--- src/rtl/bsg_mesh_router_output_arb_wh.sv ---
// bsg_mesh_router_output_arb_wh
// Round-robin wormhole arbiter for a single mesh router output port.
module bsg_mesh_router_output_arb_wh #(
    parameter int num_in_p    = 5,
    parameter int width_p     = 32,
    parameter int len_width_p = 4
) (
    input  logic                            clk_i,
    input  logic                            reset_n_i,
    input  logic [num_in_p-1:0]             v_i,
    input  logic [num_in_p-1:0]             req_i,
    input  logic [num_in_p*len_width_p-1:0] len_i,
    input  logic [num_in_p*width_p-1:0]     data_i,
    output logic [num_in_p-1:0]             yumi_o,
    output logic                            v_o,
    output logic [width_p-1:0]              data_o,
    input  logic                            ready_i,
    output logic                            locked_o
);

    localparam int sel_width_lp =
        (num_in_p > 1) ? $clog2(num_in_p) : 1;

    localparam logic [sel_width_lp-1:0] last_lp =
        sel_width_lp'(num_in_p - 1);

    typedef enum logic {
        IDLE,
        LOCKED
    } state_e;

    state_e state_r;
    state_e state_n;

    logic [sel_width_lp-1:0] sel_r;
    logic [sel_width_lp-1:0] sel_n;
    logic [sel_width_lp-1:0] ptr_r;
    logic [sel_width_lp-1:0] ptr_n;
    logic [sel_width_lp-1:0] win;
    logic [sel_width_lp-1:0] mux_sel;
    logic [len_width_p-1:0]  cnt_r;
    logic [len_width_p-1:0]  cnt_n;
    logic [num_in_p-1:0]     cand;
    logic                    found;
    logic                    xfer;

    logic [width_p-1:0]     data_a [num_in_p];
    logic [len_width_p-1:0] len_a  [num_in_p];

    for (genvar g = 0; g < num_in_p; g++) begin : g_unpack
        assign data_a[g] = data_i[g*width_p +: width_p];
        assign len_a[g]  = len_i[g*len_width_p +: len_width_p];
    end

    assign cand = v_i & req_i;

    // Scan candidates upward from the priority pointer, wrapping around.
    always_comb begin
        int idx;
        logic [sel_width_lp-1:0] idx_v;
        found = 1'b0;
        win   = '0;
        idx   = 0;
        idx_v = '0;
        for (int k = 0; k < num_in_p; k++) begin
            idx = int'(ptr_r) + k;
            if (idx >= num_in_p) begin
                idx = idx - num_in_p;
            end
            idx_v = sel_width_lp'(idx);
            if (!found && cand[idx_v]) begin
                found = 1'b1;
                win   = idx_v;
            end
        end
    end

    // Output mux: locked input while mid-packet, else the header winner.
    always_comb begin
        mux_sel  = win;
        v_o      = found;
        locked_o = 1'b0;
        if (state_r == LOCKED) begin
            mux_sel  = sel_r;
            v_o      = v_i[sel_r];
            locked_o = 1'b1;
        end
        data_o = data_a[mux_sel];
        xfer   = v_o & ready_i;
        yumi_o = '0;
        if (xfer) begin
            yumi_o[mux_sel] = 1'b1;
        end
    end

    // Next-state: header grants lock, body transfers count down to zero.
    always_comb begin
        state_n = state_r;
        sel_n   = sel_r;
        cnt_n   = cnt_r;
        ptr_n   = ptr_r;
        unique case (state_r)
            IDLE: begin
                if (xfer) begin
                    ptr_n = (win == last_lp) ? '0 : win + 1'b1;
                    if (len_a[win] != '0) begin
                        sel_n   = win;
                        cnt_n   = len_a[win];
                        state_n = LOCKED;
                    end
                end
            end
            LOCKED: begin
                if (xfer) begin
                    cnt_n = cnt_r - 1'b1;
                    if (cnt_r == len_width_p'(1)) begin
                        state_n = IDLE;
                    end
                end
            end
            default: state_n = IDLE;
        endcase
    end

    // State registers with asynchronous active-low reset.
    always_ff @(posedge clk_i or negedge reset_n_i) begin
        if (!reset_n_i) begin
            state_r <= IDLE;
            sel_r   <= '0;
            cnt_r   <= '0;
            ptr_r   <= '0;
        end else begin
            state_r <= state_n;
            sel_r   <= sel_n;
            cnt_r   <= cnt_n;
            ptr_r   <= ptr_n;
        end
    end

endmodule

--- config.mk ---
export PLATFORM = sky130hd
export DESIGN_NAME = bsg_mesh_router_output_arb_wh
export DESIGN_NICKNAME = d
export VERILOG_FILES = /design/src/rtl/bsg_mesh_router_output_arb_wh.sv
export SDC_FILE = /design/constraint.sdc
export NUM_CORES = 1
export LEC_CHECK = 0
export CAP_MARGIN = 40
export CORE_MARGIN = 2
export CORE_UTILIZATION = 30
export CTS_BUF_LIST = sky130_fd_sc_hd__clkbuf_4 sky130_fd_sc_hd__clkbuf_8 sky130_fd_sc_hd__clkbuf_16
export DETAILED_ROUTE_END_ITERATION = 6
export GPL_ROUTABILITY_DRIVEN = 0
export PLACE_DENSITY_LB_ADDON = 0.1
export SLEW_MARGIN = 10
export SYNTH_ARGS = -nofsm -noshare
export SYNTH_HDL_FRONTEND = slang
export SYNTH_SLANG_ARGS = --single-unit
--- constraint.sdc ---
create_clock -name clk_i -period 6 [get_ports clk_i]
set_input_delay 1.5 -clock clk_i [delete_from_list [all_inputs] [get_ports clk_i]]
set_output_delay 1.5 -clock clk_i [all_outputs]
set_load 0.005 [all_outputs]
==> results.cfg, run 1 <==
[floorplanning]
rows = 38
start_util_pct = 30.8
core_area_sq_um = 10900
die_h_um = 110
die_area_sq_um = 12000
pin_count = 232
die_w_um = 110

[power]
p_seq_share_pct = 3.2
powerDensity_nw_per_um2 = 792
p_sw_mw = 2.66
p_comb_share_pct = 95.3
p_leak_nw = 2.69
vdd_ir_drop_max_mv = 0.399
intPower_mw = 2.69
swShare_pct = 49.7
clkPwrFrac_pct = 1.5

[final_layout]
syn_to_final_growth_pct = 101
nNetsFinal = 926
final_layout_size_suffix_gt1_share_pct = 24.5
design_area_sq_um = 6750
utilization_pct = 62.0
multiInputGateArea_sq_um = 3160
n_antenna_cell = 0
fillers = 976
seqCellArea_sq_um = 277

[synthesis]
netlist_instances = 423
ys_top_cells_by_count = 71 x mux2i_1, 32 x a2bb2oi_1, 32 x o22ai_1
synth_top_area_share_pct = 21.2
synth_mux_area_share_pct = 24.0
ys_async_sr_fraction_pct = 100
synth_warnings = 0
synth_seq_cells = 11
syn_area_sq_um = 3350
synth.area.top_cells = mux2i_1 21%, a2bb2oi_1 8.4%, dfrtp_1 8.2%, o22ai_1 6.0%, ha_1 4.5%
synthAdderAreaFrac_pct = 5.08
synth_compound_area_share_pct = 38.5
yosysTopAreaCell = mux2i_1
ys_types = 74
synth_ff_type = dfrtp_1
yosysSeqAreaShare_pct = 8.22
synth_xor_area_share_pct = 1.57
synth_fp_nets = 629
syn_avg_cell_area_sq_um = 7.92
synth_edf_count = 0
synth.most_common_cell = mux2i_1
yosys.area_share.simple_pct = 17.4
synth_top_family_by_area = compound AO/OA/AOI/OAI gates

[outcome]
status = completed

[routing]
drt_wl_total_um = 16400
drtIter0Drc = 311
viasPerCell = 5.49
postRouteAntennaNets = 0
route.detailed.drc = 0
vias = 4712
wl_per_cell_um = 19.1
first_pass_iters = 4

[clock_tree]
htree_levels = 1
clk_pin_slew_ps = 60
clk_latency_ps = 240
clk_path_buf_depth = 2
cts_tree = done
cts_made_buffers = 3
clkSinkCount = 11
hold_buffers = 0
root_buffer = clkbuf_8

[grt]
grt_pass1_vias = 4691
grt_max_degree = 32
antenna_found_initial = 0
grt_overflow = 0
track_usage_pct = 25.6
grt_pass1_wl_um = 24100

[worst_setup_path]
startpoint_type = primary input
r2r_end = sel_r[1]
rr_worst_depth = 17
r2r_setup_slack_ps = 1600
cp-endpoint = data_o[10]
cp.required_ps = 4500
cp.arrival_ps = 4360
reg2reg_from = ptr_r[0]
crit_type = in -> out
critical_path.startpoint = req_i[1]
cp_max_fo = 10
end_kind = output port

[sta]
slew_headroom_pct = 55.8
fin_ws_ps = 142
tightestPinTransition_ps = 644
slew_viol_final = 0
final.setup_skew_ps = 5.88
fin_crit_ps = 5860
fmax_mhz = 171
setup_tns_ps = 0
period_share_pct = 97.6
hold_violations = 0
setup_viol = 0

[place]
place_area_sq_um = 6240
hpwl_um = 13200
dpl_worst_slack_ps = -477
portBuffers = 231

[hold_path]
hp-class = reg -> reg

[run]
cap_violations = 0
==> critical path, cell delays in order <==
cell	delay [ps]
dlygate4sd2_1	280
nand3b_1	100
a21oi_1	80
o21a_1	240
nor3_2	230
buf_4	150
o211ai_1	80
a21o_1	210
a21oi_4	170
inv_4	50
o21ai_4	140
buf_12	150
buf_12	130
buf_4	110
mux2i_2	200
a2bb2oi_2	150
o22ai_1	80
dlygate4sd2_1	280
==> placed cells by master (no fill, tap or decap), drive strengths merged, types with 7 or more instances in the layout <==
master and n:
dlygate4sd2 19, inv 10, nand3 11, clkdlybuf4s15 14, dfrtp 11, a21oi 23, o21ai 23, buf 92
clkbuf 10, o21a 7, ha 12, mux2i 72, clkdlybuf4s50 189, nor2 23, nand2 20, nor3 14
o22ai 33, a2bb2oi 32
==> routing by layer <==
layer	GRT usage, %	vias to the layer above	share of wire [%]
met1	31.5	2231	39
met2	47.4	179	53
met5	0	-	0
met3	3.73	27	5.4
li1	-	2275	-
met4	4.79	0	2.0
==> power groups by stage <==
stage                     Sequential [mW]  Combinational [mW]  Clock, mW
after floorplan                     0.145                2.73          0
after global placement              0.166                4.62          0
after detailed placement            0.166                4.64          0
after CTS                           0.166                4.86     0.0820
after global routing                0.175                5.44     0.0878
final                               0.169                5.09     0.0824
==> how the worst min path moves through the flow <==
stage | to | slack [ps] | startpoint | cells past startpoint
after global placement | cnt_r[1] | 550 | cnt_r[1] | 2
final | sel_r[2] | 580 | sel_r[2] | 1
after global routing | sel_r[2] | 600 | sel_r[2] | 1
after CTS | cnt_r[1] | 570 | cnt_r[1] | 2
after floorplan | cnt_r[1] | 500 | cnt_r[1] | 2
after detailed placement | cnt_r[1] | 550 | cnt_r[1] | 2
==> sequential cells by signal (all words and copies together), names as in the netlist <==
signal   count
ptr_r        3
cnt_r        4
sel_r        3
state_r      1
==> logic make-up after synthesis <==
| kind of cell | after synthesis |
|---|---|
| fa+ha+maj | 13 |
| buf+inv | 39 |
| simple gates | 107 |
| mux | 78 |
| compound gates | 169 |
| xor+xnor | 6 |
| flops | 11 |
==> layout make-up <==
cell class              count  share of cell area [%]
clock buffers               4                   0.723
inverters                  11                   0.742
flip-flops and latches     11                    4.10
multi-input cells         373                    46.8
well taps                 140                    2.60
repair buffers            320                    45.0
==> stage by stage <==
step / power [mW] / hold slack, ps / std cells
detailed placement: 4.81 / 554 / 829
finish: 5.34 / 584 / 859
floorplan: 2.88 / 498 / 423
global placement: 4.79 / 549 / 829
CTS: 5.11 / 568 / 854
global route: 5.70 / 600 / 859
==> timing repair <==
item                                    in CTS  in global routing
endpoints found under the hold margin        0                  0
gates cloned                                 2                  0
buffers inserted                            19                  6
gates resized for setup                     81                 55
pin swaps                                   11                  8
endpoints found under the setup margin      36                 35
(Power assumes the default switching activity.)
==> run 2: changes to the inputs <==
--- a/config.mk
+++ b/config.mk
@@ -7,8 +7,9 @@
 export LEC_CHECK = 0
 export CAP_MARGIN = 40
 export CORE_MARGIN = 2
-export CORE_UTILIZATION = 30
+export CORE_UTILIZATION = 37
 export CTS_BUF_LIST = sky130_fd_sc_hd__clkbuf_4 sky130_fd_sc_hd__clkbuf_8 sky130_fd_sc_hd__clkbuf_16
+export CTS_CLUSTER_SIZE = 10
 export DETAILED_ROUTE_END_ITERATION = 6
 export GPL_ROUTABILITY_DRIVEN = 0
 export PLACE_DENSITY_LB_ADDON = 0.1
==> run 2 against run 1 <==
Compared with the run above: the flow now finishes with violations (setup timing); combinational power about the same; routed wire length up 1.6%; worst setup slack worse by 180 ps; via count up 3.4%; sequential power up 9%; critical endpoint is now data_o[21].
==> results.cfg, run 2 (synthesized netlist as in run 1, its figures left out) <==
[routing]
vias = 4871
first_pass_iters = 5
postRouteAntennaNets = 0
wl_per_cell_um = 20.5
drt_wl_total_um = 16700
viasPerCell = 5.98
drtIter0Drc = 199
route.detailed.drc = 0

[clock_tree]
hold_buffers = 0
cts_tree = done
root_buffer = clkbuf_8
clkSinkCount = 11
clk_latency_ps = 230
clk_path_buf_depth = 2
clk_pin_slew_ps = 50
cts_made_buffers = 3
htree_levels = 1

[grt]
track_usage_pct = 31.3
grt_overflow = 0
antenna_found_initial = 0
grt_max_degree = 30
grt_pass1_wl_um = 25200
grt_pass1_vias = 4880

[sta]
slew_viol_final = 0
grt_setup_unrepaired = yes
final.setup_skew_ps = 1.34
hold_ws_ps = 568
slew_headroom_pct = 56.6
fin_ws_ps = -37.7
fmax_mhz = 166
fin_crit_ps = 6040
tightestPinTransition_ps = 651
hold_violations = 0
setup_viol = 1
period_share_pct = 101

[floorplanning]
start_util_pct = 38.2
pin_count = 232
core_area_sq_um = 8760
die_h_um = 99.1
die_w_um = 99.1
die_area_sq_um = 9830
rows = 34

[final_layout]
reg_top3 = cnt_r (4), ptr_r (3), sel_r (3)
largest_reg_flops = 4
design_area_sq_um = 6700
final_cells = 814
largest-register = cnt_r
final_layout_size_suffix_gt1_share_pct = 23.4
n_antenna_cell = 0
final_cell_mix = 189 x clkdlybuf4s50_1, 64 x mux2i_1, 63 x buf_4
layout_commonest_cell = clkdlybuf4s50_1
syn_to_final_growth_pct = 100
nNetsFinal = 913
multiInputGateArea_sq_um = 3170
seqCellArea_sq_um = 277
fillers = 648

[worst_setup_path]
end_kind = output port
cp.arrival_ps = 4540
startpoint_type = primary input
cp_max_fo = 7
r2r_setup_slack_ps = 1570
cp.required_ps = 4500
crit_type = in -> out

[power]
vdd_ir_drop_max_mv = 0.671
power.total_mw = 5.37
p_leak_nw = 2.82
powerDensity_nw_per_um2 = 802

[run]
cap_violations = 0

[place]
place_area_sq_um = 6070
portBuffers = 231
dp_cells = 784
hpwl_um = 12700

[outcome]
violations = setup timing
status = complete, but fails checks

[hold_path]
hp-class = reg -> reg
==> run 2: cell types whose count changed in the layout (fill, tap and decap cells not counted), moves of 3 or more <==
| cell | change |
|---|---|
| buf_6 | +3 |
| mux2i_2 | -4 |
| mux2i_1 | +5 |
| clkdlybuf4s15_1 | -11 |
| dlygate4sd2_1 | -4 |
| buf_4 | -16 |
| buf_12 | -3 |
| dlymetal6s2s_1 | +15 |
==> run 2: path summary, 6_finish.rpt <==
kind / from / to / cells past startpoint
worst max-delay path: v_i[3] / data_o[21] / 18
worst min-delay path: cnt_r[1] / cnt_r[1] / 2
worst max register to register: ptr_r[1] / sel_r[0] / 16
worst min register to register: cnt_r[1] / cnt_r[1] / 2
max in group asynchronous: reset_n_i / ptr_r[1] / 1
min in group asynchronous: reset_n_i / cnt_r[2] / 1
==> run 2: what timing repair did <==
action	in CTS	in global routing
gates resized for setup	70	69
gates cloned	2	1
buffers inserted	10	13
setup endpoints to repair	37	36
pin swaps	17	11
==> run 2: power breakdown <==
part | total [mW] | switching, mW | internal [mW]
Sequential | 0.185 | 0.0749 | 0.110
Clock | 0.0775 | 0.0265 | 0.0510
Combinational | 5.11 | 2.52 | 2.59
==> run 2: cell type report <==
| type | instances | share of cell area (%) |
|---|---|---|
| inverters | 11 | 0.822 |
| well taps | 108 | 2.02 |
| multi-input cells | 373 | 47.3 |
| repair buffers | 307 | 45.0 |
| clock buffers | 4 | 0.729 |
| flip-flops and latches | 11 | 4.13 |
==> run 2: critical path, stage by stage <==
cell and delay, ps:
dlygate4sd2_1 280, nand2_2 110, buf_6 130, nor3_4 50, o211a_1 250, buf_4 140, o211ai_1 240, nor2_2 90
a21oi_4 190, inv_4 60, o21ai_4 160, buf_12 160, bufbuf_16 270, buf_4 130, mux2i_2 250, a2bb2oi_2 180
o22ai_2 120, clkdlybuf4s15_1 210
==> run 2: through the flow <==
stage / TNS (ps) / worst slack [ps] / util [%]
after detailed placement: -13750 / -448 / 69.3
final: -37.7 / -37.7 / 76.4
after global placement: -9430 / -327 / 69.3
after global routing: -615 / -187 / 76.4
after floorplan: 0 / 534 / -
after CTS: -22.3 / -19.5 / 73.1
==> run 2: per-layer routing <==
layer,track usage (%),vias to the layer above,part of all wire [%]
met5,0,-,0
met4,7.27,0,2.5
met3,5.83,38,8.7
met2,56.4,285,51
met1,38.5,2287,38
li1,-,2261,-
==> run 3: changes to the inputs <==
--- a/config.mk
+++ b/config.mk
@@ -13,7 +13,6 @@
 export DETAILED_ROUTE_END_ITERATION = 6
 export GPL_ROUTABILITY_DRIVEN = 0
 export PLACE_DENSITY_LB_ADDON = 0.1
-export SLEW_MARGIN = 10
 export SYNTH_ARGS = -nofsm -noshare
 export SYNTH_HDL_FRONTEND = slang
 export SYNTH_SLANG_ARGS = --single-unit
==> results of run 3 <==
Final layout, timing and power as in run 2 (identical DEF).
